<file path="src/rtl/ham_rx_stream.sv">
// Serial Hamming(7,4) receiver: deserialise, correct single-bit errors,
// and deliver data words through a 2-entry FIFO with error statistics.
module ham_rx_stream #(
  parameter int CNT_W = 16
) (
  input  logic             clk,
  input  logic             rst_n,
  input  logic             ser_in,
  input  logic             ser_valid,
  input  logic             ser_sof,
  output logic [3:0]       dout,
  output logic [2:0]       dout_syn,
  output logic             dout_valid,
  input  logic             dout_ready,
  output logic [CNT_W-1:0] err_cnt,
  output logic             overflow,
  input  logic             clr_stats
);

  logic [2:0] bit_idx;
  logic [5:0] sr;
  logic [6:0] cw;
  logic [6:0] flip;
  logic [6:0] fix;
  logic [2:0] syn;
  logic [3:0] data;
  logic       push;
  logic       pop;
  logic       full;
  logic       err_max;
  logic [6:0] e0;
  logic [6:0] e1;
  logic [1:0] cnt;

  // cw[k-1] holds code position k; c7 is the bit arriving now
  assign cw   = {ser_in, sr};
  assign push = ser_valid & ~ser_sof & (bit_idx == 3'd6);
  assign pop  = dout_valid & dout_ready;
  assign full = (cnt == 2'd2);

  always_comb begin
    syn  = '0;
    flip = '0;
    syn[0] = cw[0] ^ cw[2] ^ cw[4] ^ cw[6];
    syn[1] = cw[1] ^ cw[2] ^ cw[5] ^ cw[6];
    syn[2] = cw[3] ^ cw[4] ^ cw[5] ^ cw[6];
    if (syn != 3'd0)
      flip = 7'd1 << (syn - 3'd1);
  end

  assign fix  = cw ^ flip;
  assign data = {fix[2], fix[4], fix[5], fix[6]};

  always_ff @(posedge clk or negedge rst_n) begin
    if (!rst_n) begin
      bit_idx <= '0;
      sr      <= '0;
    end else if (ser_valid) begin
      if (ser_sof) begin
        sr[0]   <= ser_in;
        bit_idx <= 3'd1;
      end else if (bit_idx == 3'd6) begin
        bit_idx <= '0;
      end else begin
        sr[bit_idx] <= ser_in;
        bit_idx     <= bit_idx + 3'd1;
      end
    end
  end

  // e0 is the head and keeps its value once popped empty
  always_ff @(posedge clk or negedge rst_n) begin
    if (!rst_n) begin
      e0  <= '0;
      e1  <= '0;
      cnt <= '0;
    end else begin
      unique case (1'b1)
        push & pop: begin
          if (full) begin
            e0 <= e1;
            e1 <= {data, syn};
          end else begin
            e0 <= {data, syn};
          end
        end
        pop: begin
          if (full) e0 <= e1;
          cnt <= cnt - 2'd1;
        end
        push: begin
          if (cnt == 2'd0) begin
            e0  <= {data, syn};
            cnt <= 2'd1;
          end else if (cnt == 2'd1) begin
            e1  <= {data, syn};
            cnt <= 2'd2;
          end
        end
        default: ;
      endcase
    end
  end

  assign dout       = e0[6:3];
  assign dout_syn   = e0[2:0];
  assign dout_valid = (cnt != 2'd0);
  assign err_max    = &err_cnt;

  always_ff @(posedge clk or negedge rst_n) begin
    if (!rst_n) begin
      err_cnt  <= '0;
      overflow <= 1'b0;
    end else if (clr_stats) begin
      err_cnt  <= '0;
      overflow <= 1'b0;
    end else begin
      if (push && syn != 3'd0 && !err_max)
        err_cnt <= err_cnt + 1'b1;
      if (push && full && !pop)
        overflow <= 1'b1;
    end
  end

endmodule

</file>
<file path="config.mk">
export PLATFORM = sky130hd
export DESIGN_NAME = ham_rx_stream
export DESIGN_NICKNAME = d
export VERILOG_FILES = /design/src/rtl/ham_rx_stream.sv
export SDC_FILE = /design/constraint.sdc
export NUM_CORES = 1
export LEC_CHECK = 0
export ABC_AREA = 1
export BUFFER_PORTS_ARGS = -buffer_cell sky130_fd_sc_hd__buf_4
export CAP_MARGIN = 25
export CELL_PAD_IN_SITES_DETAIL_PLACEMENT = 0
export CELL_PAD_IN_SITES_GLOBAL_PLACEMENT = 1
export CORE_ASPECT_RATIO = 0.8
export CORE_MARGIN = 2
export CORE_UTILIZATION = 42
export DETAILED_ROUTE_END_ITERATION = 10
export GPL_ROUTABILITY_DRIVEN = 0
export MAX_ROUTING_LAYER = met4
export PLACE_DENSITY = 0.9
export SYNTH_ARGS = -nofsm -noshare
export SYNTH_HDL_FRONTEND = slang
export SYNTH_SLANG_ARGS = --single-unit
</file>
<file path="constraint.sdc">
create_clock -name clk -period 2.25 [get_ports clk]
set_input_delay 0 -clock clk [delete_from_list [all_inputs] [get_ports clk]]
set_output_delay 0 -clock clk [all_outputs]
set_load 0.005 [all_outputs]
</file>
# After elaboration in Yosys (flattened, before gate mapping)
# Index checks and enable logic that the tools add are counted.
# totals
out_inout_bits,25
inputBits,7
wordCells,85
reg_bits,42
# classes
eq_ne,10
n_lt_le_gt_ge,2
shift,1
add_sub_neg,4
n_reduce_logical,21
bitwise_logic,16
muxes,23
# op_table
cell,n
7-bit two-way mux,7
16-bit two-way mux,2
7-bit case mux with 3 select lines,1
16-bit by 1-bit adder with 16-bit output (second input constant),1
16-bit AND reduction,1
7-bit case mux with 2 select lines,1
2-bit nonzero test,5
1-bit XOR,9
1-bit by 3-bit << shifter with 7-bit output (first input constant),1
7-bit XOR,1
6-bit bitwise mux,1
3-bit two-way mux,2
2-bit by 1-bit != test with 1-bit output (second input constant),3
2-bit != test (second input constant),3
3-bit AND reduction,2
3-bit nonzero test,2
1-bit logical AND,5
1-bit two-way mux,5
1-bit bitwise AND,4
3-bit by 4-bit less-than comparator with 1-bit output (second input constant),1
2-bit two-way mux,2
2-bit case mux with 2 select lines,1
2-bit AND reduction,2
4-bit AND reduction,1
other kinds (12),14

# Logic depth before layout (Yosys ltp)
# Gate-level depths: netlist of the first run.
# logic_depth
ltp_word,10
ltp_mapped,15
depth_no_buf,14

# Worst setup path after synthesis of the first run
# Ideal clock, no wire load.
# synth_path
path_type,reg2reg
start,register sr[2]
end,register e0[4]
required_ns,2.127
slack_ns,0.382
t_arrival_ns,1.745
setup_time_ns,0.123
path_stages_with_launch,14
n_path_buf,0
period_less_slack_ns,1.868
cell_sequence,dfrtp_1 > inv_1 > nand2_1 > nand2_1 > nand2_1 > nand2_1 > nor2_1 > ha_1 > nor2_1 > nand3_1 > nand2_1 > nand2_1 > nand2_1 > a21oi_1
# synth_between
elab_chain_len,9
word_cells_on_any_way,14
cone_classes,add/sub: 1; shift: 1; mux: 4; bitwise: 7; reduce/logical: 1
# synth_lines
item,line,rtl
from (decl),21,logic [5:0] sr;
"from (signal, indexed assignment)",65,sr[bit_idx] <= ser_in;
1-bit XOR (on tied branches) (3 in series),"44, 45",
3-bit by 1-bit subtractor with 3-bit output,48,flip = 7'd1 << (syn - 3'd1);
1-bit by 3-bit << shifter with 7-bit output,48,
7-bit two-way mux (*),47,if (syn != 3'd0)
7-bit XOR (*),51,assign fix = cw ^ flip;
7-bit two-way mux (on tied branches),"92, 80",
7-bit case mux with 3 select lines (*),78,unique case (1'b1)
to (signal assigned),84,"e0 <= {data, syn};"
to (signal assigned),93,"e0 <= {data, syn};"
to (decl),31,logic [6:0] e0;
# Every way passes the cells marked *; elsewhere a longest branch is shown, timed or not. The select of a mux whose other input is x is not followed.
# A chain may end at the register's enable or synchronous reset.

# Final worst setup path of the first run
# layout_path
start,input ser_in
end,register err_cnt[6]
# layout_between
elab_chain_len,5
word_cells_on_any_way,7
cone_classes,bitwise: 3; reduce/logical: 4
# layout_lines
item,line,rtl
from (decl),8,"input logic ser_in,"
1-bit XOR (on tied branches),"44, 45, 46",
3-bit nonzero test (*),118,if (push && syn != 3'd0 && !err_max)
1-bit logical AND (*) (2 in series),118,
2-bit nonzero test (no line) (*),-,
to (signal assigned),119,err_cnt <= err_cnt + 1'b1;
to (decl),15,"output logic [CNT_W-1:0] err_cnt,"
# Every way passes the cells marked *; elsewhere a longest branch is shown, timed or not.

==> results_dict.tcl, run 1 <==
set metrics [dict create \
    crit_slowest_cell "dlygate4sd3_1" \
    hold_path.class "primary input to flop" \
    maxCapViolCount 0 \
    reg2regPathDepth 14 \
    critPathMaxStageDelay_ns 0.54 \
    die_h_um 73.0 \
    power_frac_seq_pct 37.0 \
    core-area_mm2 0.00582 \
    p_int_uw 1630 \
    crit_start "ser_in" \
    synth_area_mm2 0.00250 \
    worst_pin_slew_ns 0.550 \
    numPortBuffers 31 \
    final_common_cell "nand2_1" \
    postPlaceCellArea_mm2 0.00284 \
    clk_pin_slew_worst_paths_ns 0.09 \
    clockPowerShare_pct 22.4 \
    ys_types 30 \
    fmax_ghz 0.476 \
    first_pass_iters 4 \
    r2r_start "sr[5]$_DFFE_PN0P_" \
    layout-drive-gt1-share_pct 18.8 \
    endpoint_kind "flop" \
    rsz0062_at_grt "yes" \
    synth_fp_nets 342 \
    cts_htree_levels 2 \
    num_io_pins 32 \
    synth_flop_cell "dfrtp_1" \
    cts_setup_buffers 0 \
    antenna_found_initial 0 \
    ys_seq_elements 42 \
    synthCells 330 \
    yosysSeqAreaShare_pct 42.0 \
    p_switching_uw 1010 \
    start_util_pct 43.0 \
    p_comb_share_pct 40.6 \
    drt_iter0_drc 183 \
    cts_buffers 5 \
    design.die.area_mm2 0.00659 \
    status "finished, final reports clean" \
    clkLatencyLatePin_ns 0.30 \
    fillers 620 \
    yosys_warnings 0 \
    grt_overflow_total 0 \
    cp_top_family "buffers and inverters" \
    numClockSinks 42 \
    antennaDiodeCount 0 \
    avgRoutedWirePerCell_um 12.2 \
    async_flop_share_pct 100 \
    layout_setup_ws_ns 0.149 \
    area_delta_synth_final_pct 20.0 \
    start_kind "primary input" \
    drc_errors 0 \
    powerDensity_mw_per_mm2 881 \
    cp.depth 16 \
    viasPerCell 4.91 \
    setup_viol 0 \
    p_leak_uw 0.00151 \
    vias 2228 \
    slew_headroom_pct 63.3 \
    final_area_mm2 0.00300 \
    final_cell_mix "nand2_1, inv_1, dfrtp_1" \
    period_share_pct 93.4 \
    grt_pass1_wl_mm 9.57 \
    wl_mm 5.55 \
    rows 25 \
    dpl.hpwl_mm 4.25 \
    antenna_left 0 \
    crit_path_cell_trace "dlygate4sd3_1, buf_4, inv_1, nand2_1, nand2_1, inv_1, nand2_1, nand2_2, nor2_1, ha_2, nor2_4, o21ai_2, buf_4, inv_1, a21oi_1, nor2_1" \
    hold_viol 0 \
    worstPathMaxFanout 9 \
    min_period_ns 2.10 \
    r2r_slack_ns 0.21 \
    syn_avg_cell_area_um2 7.58 \
    dp_slack_ns 0.164 \
    grt_pass1_vias 2016 \
    ir_worst_vdd_mv 0.488 \
    clock_path_buffers 2 \
    grt_max_degree 43 \
    die_x_um 90.3 \
    synth_edf_count 0 \
    fin_skew_ns 0.0127 \
    arrival_ns 2.30 \
    groute.usage.overall_pct 18.6 \
    critical_path.endpoint "err_cnt[6]$_DFFE_PN0P_" \
    crit_type "primary input to flop" \
    clockRootBuffer "clkbuf_8" \
    path_buf_inv 6 \
    r2r-end "err_cnt[6]$_DFFE_PN0P_" \
    drv_slew 0 \
    p_sw_share_pct 38.3 \
    worst_ep_required_time_ns 2.45 \
    tritoncts "yes" \
    nets 384 \
]
## cell type report
class	instances	area [um2]	share of cell area (%)
Multi-Input combinational cell	236	1250	41.7
Sequential cell	42	1050	35.0
Timing Repair Buffer	40	310	10.3
Inverter	47	179	5.96
Tap cell	81	101	3.38
Clock buffer	5	68.8	2.29
Clock inverter	3	40.0	1.33
## synthesized netlist by cell type, types with 2 or more instances
library cell / count / share of area [%]
o21ai_1: 4 / 0.80
mux2i_1: 3 / 1.2
inv_2: 4 / 0.60
o21ai_2: 8 / 2.8
a31oi_1: 2 / 0.50
xor2_1: 5 / 1.8
inv_1: 42 / 6.3
o22ai_1: 2 / 0.50
a21oi_1: 14 / 2.8
nand4_1: 11 / 2.8
nand2_1: 85 / 13
nor2_1: 39 / 5.9
o211ai_1: 2 / 0.60
nand3_2: 2 / 0.80
nor3_1: 10 / 2.0
nand3_1: 17 / 3.4
buf_2: 2 / 0.40
xnor2_1: 5 / 1.8
dfrtp_1: 42 / 42
nand2_2: 2 / 0.50
o21ai_0: 13 / 2.6
ha_1: 5 / 2.5
nor2_4: 4 / 1.8
## what timing repair did
| item | 4_1_cts | 5_1_grt |
|---|---|---|
| endpoints found under the setup margin | 0 | 8 |
| resized for setup | 0 | 4 |
| hold endpoints to repair | 46 | 0 |
| hold buffers | 4 | 0 |
## per-layer routing
metal	track usage (%)	share of wire, %
met1	28.1	53
met2	25.4	42
met3	3.20	5.4
met4	5.13	0.45
met5	-	0
## power groups by stage
stage	Combinational, uW	Clock [uW]	Sequential, uW
floorplan	699	0	982
detailed placement	996	0	994
global placement	975	0	988
finish	1070	592	977
global route	1230	638	1000
CTS	1010	602	979
## registers in the layout, indices dropped and copies added, names as in the netlist
register	flops
bit_idx	3
err_cnt	16
sr	6
e0	7
cnt	2
e1	7
overflow	1
## cells by family after synthesis
| family | Yosys count | synth area share [%] |
|---|---|---|
| simple gates | 173 | 31.7 |
| mux | 3 | 1.20 |
| buf+inv | 52 | 8.46 |
| compound gates | 45 | 10.6 |
| fa+ha+maj | 5 | 2.50 |
| xor+xnor | 10 | 3.50 |
| flops | 42 | 42.0 |
## how the worst min path moves through the flow
stage                       start                      to  cells past startpoint
after floorplan             rst_n  bit_idx[0]$_DFFE_PN0P_                      0
final                     ser_sof  bit_idx[2]$_DFFE_PN0P_                      4
after global routing      ser_sof  bit_idx[2]$_DFFE_PN0P_                      4
after detailed placement    rst_n  bit_idx[0]$_DFFE_PN0P_                      1
after global placement      rst_n  bit_idx[0]$_DFFE_PN0P_                      1
after CTS                 ser_sof  bit_idx[2]$_DFFE_PN0P_                      4
## through the flow
stage	TNS (ns)	power [uW]	hold slack [ns]	utilization [%]	instances
6_report	0	2640	0.0550	51.6	454
5_1_grt	-0.411	2870	0.0703	51.6	454
4_1_cts	0	2590	0.0520	51.4	454
3_5_place_dp	0	1990	0.0331	48.8	442
3_3_place_gp	0	1960	0.0347	48.8	442
2_1_floorplan	0	1680	-0.296	-	330
## worst min-delay path, cell delays in order
cell and delay [ns]:
buf_4 0.10, nor2_4 0.05, nand2_1 0.07, o211ai_1 0.09
(Power assumes the default switching activity.)
==> run 2: changes to the inputs <==
--- a/config.mk
+++ b/config.mk
@@ -17,6 +17,8 @@
 export GPL_ROUTABILITY_DRIVEN = 0
 export MAX_ROUTING_LAYER = met4
 export PLACE_DENSITY = 0.9
+export RECOVER_POWER = 50
+export SLEW_MARGIN = 20
 export SYNTH_ARGS = -nofsm -noshare
 export SYNTH_HDL_FRONTEND = slang
 export SYNTH_SLANG_ARGS = --single-unit
==> constraint.sdc (replaced) <==
create_clock -name clk -period 2.25 [get_ports clk]
set_input_delay 0 -clock clk [delete_from_list [all_inputs] [get_ports clk]]
set_output_delay 0 -clock clk [all_outputs]
set_load 0.05 [all_outputs]
==> results_dict.tcl, run 2 (same netlist as run 1, synthesis figures left out) <==
set metrics [dict create \
    drt_iter0_drc 171 \
    start_util_pct 43.0 \
    clock_path_buffers 2 \
    clockRootBuffer "clkbuf_8" \
    r2r_start "sr[5]$_DFFE_PN0P_" \
    drv_slew 0 \
    die_x_um 90.3 \
    status "finished, final reports clean" \
    viasPerCell 4.91 \
    stdcell_count 454 \
    grt_overflow_total 0 \
    endpoint_kind "flop" \
    largest_register_ffs 16 \
    avgRoutedWirePerCell_um 12.3 \
    area_delta_synth_final_pct 18.4 \
    period_share_pct 93.4 \
    rsz0062_at_grt "yes" \
    start_kind "primary input" \
    ir_worst_vdd_mv 0.632 \
    num_io_pins 32 \
    rows 25 \
    top_register "err_cnt" \
    grt_pass1_wl_mm 9.57 \
    numClockSinks 42 \
    timing.hold.ws_ns 0.0576 \
    die_h_um 73.0 \
    final_common_cell "nand2_1" \
    first_pass_iters 4 \
    clk_pin_slew_worst_paths_ns 0.09 \
    maxCapViolCount 0 \
    placedCellCount 442 \
    dpl.hpwl_mm 4.25 \
    hp-start "ser_sof" \
    wl_mm 5.57 \
    fin_skew_ns 0.0136 \
    groute.usage.overall_pct 18.6 \
    fmax_ghz 0.476 \
    design.die.area_mm2 0.00659 \
    tritoncts "yes" \
    final_cell_mix "nand2_1, inv_1, dfrtp_1" \
    arrival_ns 2.30 \
    nets 384 \
    antenna_left 0 \
    worst_pin_slew_ns 1.08 \
    core-area_mm2 0.00582 \
    worst_ep_required_time_ns 2.45 \
    hold_viol 0 \
    p_leak_uw 0.00147 \
    min_period_ns 2.10 \
    powerDensity_mw_per_mm2 954 \
    worstPathMaxFanout 9 \
    clkLatencyLatePin_ns 0.30 \
    layout-drive-gt1-share_pct 16.1 \
    cts_setup_buffers 0 \
    grt_pass1_vias 2016 \
    vias 2231 \
    drc_errors 0 \
    slew_headroom_pct 28.3 \
    crit_start "ser_in" \
    crit_type "primary input to flop" \
    antennaDiodeCount 0 \
    antenna_found_initial 0 \
    hold_path.class "primary input to flop" \
    grt_max_degree 43 \
    cts_htree_levels 2 \
    cts_buffers 5 \
    setup_viol 0 \
    reg_top3 "err_cnt: 16 flops, e0: 7 flops, e1: 7 flops" \
    numPortBuffers 31 \
]
## run 2: changes by cell type in the layout (fill, tap and decap cells not counted), sizes merged
cell	before	now
clkbuf	5	16
buf	36	25
## run 2: path summary, 6_finish.rpt
| kind | end | slack (ns) | depth (start not counted) |
|---|---|---|---|
| min | bit_idx[2]$_DFFE_PN0P_ | 0.06 | 4 |
| max | err_cnt[6]$_DFFE_PN0P_ | 0.15 | 16 |
| min in group asynchronous | bit_idx[0]$_DFFE_PN0P_ | 0.44 | 2 |
| max reg2reg | err_cnt[6]$_DFFE_PN0P_ | 0.21 | 14 |
| min reg2reg | e0[0]$_DFFE_PN0P_ | 0.49 | 2 |
| max in group asynchronous | e0[2]$_DFFE_PN0P_ | 1.16 | 2 |
## run 2: cell type report
type,instances,area (um2)
repair buffers,40,270
clock inverters,3,40.0
inverters,47,179
well taps,81,101
fillers,639,2860
flip-flops and latches,42,1050
multi-input cells,236,1250
clock buffers,5,68.8
## run 2: timing repair
item | in CTS | in global routing
hold endpoints to repair | 46 | 0
endpoints found under the setup margin | 0 | 8
hold buffers | 4 | 0
resized for setup | 0 | 4
## run 2: per-layer routing
| layer | vias to the layer above | track usage (%) | wire length [um] |
|---|---|---|---|
| li1 | 1147 | - | - |
| met1 | 1025 | 28.1 | 2900 |
| met2 | 54 | 25.4 | 2320 |
| met3 | 5 | 3.20 | 294 |
| met4 | 0 | 5.13 | 42 |
| met5 | - | - | 0 |
## run 2: report_power, final
group	internal (uW)	leakage [uW]	switching (uW)
clock network	327	0.0000579	263
logic	385	0.000866	872
registers	880	0.000546	96.6
total	1590	0.00147	1230
## run 2: worst max-delay path, stage by stage
cell,delay [ns]
dlygate4sd3_1,0.54
buf_4,0.16
inv_1,0.17
nand2_1,0.07
nand2_1,0.09
inv_1,0.04
nand2_1,0.06
nand2_2,0.11
nor2_1,0.15
ha_2,0.26
nor2_4,0.05
o21ai_2,0.08
buf_4,0.19
inv_1,0.11
a21oi_1,0.14
nor2_1,0.05
## run 2: per-stage QoR
| step | util, % | area [um2] | setup WS [ns] | setup TNS, ns | power [uW] |
|---|---|---|---|---|---|
| finish | 50.9 | 2960 | 0.149 | 0 | 2820 |
| global route | 50.9 | 2960 | -0.0807 | -0.411 | 3050 |
| CTS | 51.4 | 2990 | 0.0956 | 0 | 2820 |
| detailed placement | 48.8 | 2840 | 0.164 | 0 | 2220 |
| global placement | 48.8 | 2840 | 0.173 | 0 | 2190 |
| floorplan | - | 2500 | 0.196 | 0 | 1900 |
==> run 3: changes to the inputs <==
==> constraint.sdc (replaced) <==
create_clock -name clk -period 2.25 [get_ports clk]
set_input_delay 0.1125 -clock clk [delete_from_list [all_inputs] [get_ports clk]]
set_output_delay 0.1125 -clock clk [all_outputs]
set_load 0.05 [all_outputs]
==> results_dict.tcl, run 3 (same netlist as run 1, synthesis figures left out) <==
set metrics [dict create \
    status "finished, final reports clean" \
    area_delta_synth_final_pct 17.0 \
    rows 25 \
    cts_setup_buffers 0 \
    worst_path_most_repeated_cell "nand2_1" \
    hold_viol 0 \
    cts_buffers 5 \
    antenna_left 0 \
    clockPowerShare_pct 21.3 \
    period_share_pct 90.2 \
    clkLatencyLatePin_ns 0.30 \
    endpoint_kind "flop" \
    largest_register_ffs 16 \
    ir_worst_vdd_mv 0.651 \
    fmax_ghz 0.493 \
    setup_viol 0 \
    p_switching_uw 1210 \
    antennaDiodeCount 0 \
    top_register "err_cnt" \
    grt_pass1_vias 2011 \
    p_sw_share_pct 43.8 \
    grt_max_degree 43 \
    reg_top3 "err_cnt: 16 flops, e0: 7 flops, e1: 7 flops" \
    critical_path.endpoint "e0[4]$_DFFE_PN0P_" \
    grt_overflow_total 0 \
    worst_ep_required_time_ns 2.47 \
    crit_type "flop to flop" \
    layout_setup_ws_ns 0.221 \
    vias 2237 \
    numClockSinks 42 \
    tritoncts "yes" \
    worst_pin_slew_ns 1.06 \
    drt_iter0_drc 157 \
    final_common_cell "nand2_1" \
    placedCellCount 442 \
    dp_slack_ns 0.164 \
    arrival_ns 2.25 \
    design.die.area_mm2 0.00659 \
    die_x_um 90.3 \
    avgRoutedWirePerCell_um 12.3 \
    start_kind "flop" \
    cts_htree_levels 2 \
    drv_slew 0 \
    die_h_um 73.0 \
    antenna_found_initial 0 \
    min_period_ns 2.03 \
    dpl.hpwl_mm 4.25 \
    nets 381 \
    stdcell_count 451 \
    rsz0062_at_grt "yes" \
    core-area_mm2 0.00582 \
    p_int_uw 1560 \
    p_comb_share_pct 43.5 \
    fin_skew_ns 0.0124 \
    clockRootBuffer "clkbuf_8" \
    num_io_pins 32 \
    start_util_pct 43.0 \
    reg2regPathDepth 13 \
    crit_path_cell_trace "inv_1, nand2_1, nand2_1, inv_1, nand2_1, nand2_2, nor2_1, ha_1, nor2_2, nand4_1, nand2_1, nand2_1, a21oi_1" \
    clock_path_buffers 2 \
    numPortBuffers 31 \
    grt_pass1_wl_mm 9.58 \
    layout-drive-gt1-share_pct 15.9 \
    slew_headroom_pct 29.1 \
    r2r-end "e0[4]$_DFFE_PN0P_" \
    first_pass_iters 5 \
    worstPathMaxFanout 9 \
    hold_path.class "primary input to flop" \
    viasPerCell 4.96 \
    groute.usage.overall_pct 18.6 \
    crit_slowest_cell "dfrtp_1" \
    wl_mm 5.53 \
    critPathMaxStageDelay_ns 0.43 \
    power_frac_seq_pct 35.3 \
    final_cell_mix "nand2_1, inv_1, dfrtp_1" \
    drc_errors 0 \
    clk_pin_slew_worst_paths_ns 0.09 \
    timing.hold.ws_ns 0.0321 \
    p_leak_uw 0.00146 \
    r2r_start "sr[5]$_DFFE_PN0P_" \
    r2r_slack_ns 0.22 \
    crit_start "sr[5]$_DFFE_PN0P_" \
    powerDensity_mw_per_mm2 948 \
    maxCapViolCount 0 \
]
[run 3: changes by cell type in the layout (fill, tap and decap cells not counted)]
cell,before,now
buf_4,25,26
nand2_1,84,85
dlygate4sd3_1,4,1
ha_2,1,0
nor2_2,0,1
ha_1,4,5
nor2_4,5,4
nand2_2,3,2
clkbuf_1,10,9
[run 3: what timing repair did]
action	CTS	global route
hold endpoints to repair	42	0
gates resized for setup	0	1
setup endpoints to repair	0	6
hold buffers	1	0
[run 3: per-stage QoR]
stage,TNS [ns],area [um2],utilization [%],power [uW]
after CTS,0,2960,50.8,2810
after global placement,0,2840,48.8,2190
after detailed placement,0,2840,48.8,2220
final,0,2920,50.3,2770
after floorplan,0,2500,-,1900
after global routing,-0.00366,2920,50.3,2990
[run 3: power groups by stage]
stage	registers [uW]	logic, uW	clock network [uW]
6_report	978	1200	589
2_1_floorplan	1160	735	0
3_3_place_gp	988	1200	0
4_1_cts	979	1230	602
5_1_grt	1000	1350	639
3_5_place_dp	994	1220	0
[run 3: worst max-delay path: cells and delay by family (launching register included)]
kind,cells,cell delay (ns)
compound gates,1,0.13
buf+inv,2,0.16
fa+ha+maj,1,0.25
simple gates,9,0.98
flops,1,0.43
[run 3: layout make-up]
cell class / instances / area (um2)
sequential: 42 / 1050
tap: 81 / 101
timing repair buffer: 37 / 244
fill: 643 / 2890
multi-input combinational: 236 / 1240
inverter: 47 / 179
clock inverter: 3 / 40.0
clock buffer: 5 / 68.8
[run 3: worst min path at each step]
stage               startpoint                     end  slack (ns)  depth (start not counted)
global placement         rst_n  bit_idx[0]$_DFFE_PN0P_        0.15                          1
detailed placement       rst_n  bit_idx[0]$_DFFE_PN0P_        0.15                          1
global route         clr_stats  err_cnt[0]$_DFFE_PN0P_        0.04                          2
floorplan                rst_n  bit_idx[0]$_DFFE_PN0P_       -0.18                          0
CTS                  clr_stats  err_cnt[0]$_DFFE_PN0P_        0.03                          2
finish               clr_stats  err_cnt[0]$_DFFE_PN0P_        0.03                          2
[run 3: routing by layer]
| layer | routed length (um) | vias to the layer above | part of all wire (%) | global-route usage [%] |
|---|---|---|---|---|
| li1 | - | 1142 | - | - |
| met1 | 2960 | 1032 | 54 | 28.2 |
| met2 | 2280 | 56 | 41 | 25.4 |
| met3 | 240 | 7 | 4.3 | 3.20 |
| met4 | 44 | 0 | 0.80 | 5.13 |
| met5 | 0 | - | 0 | - |
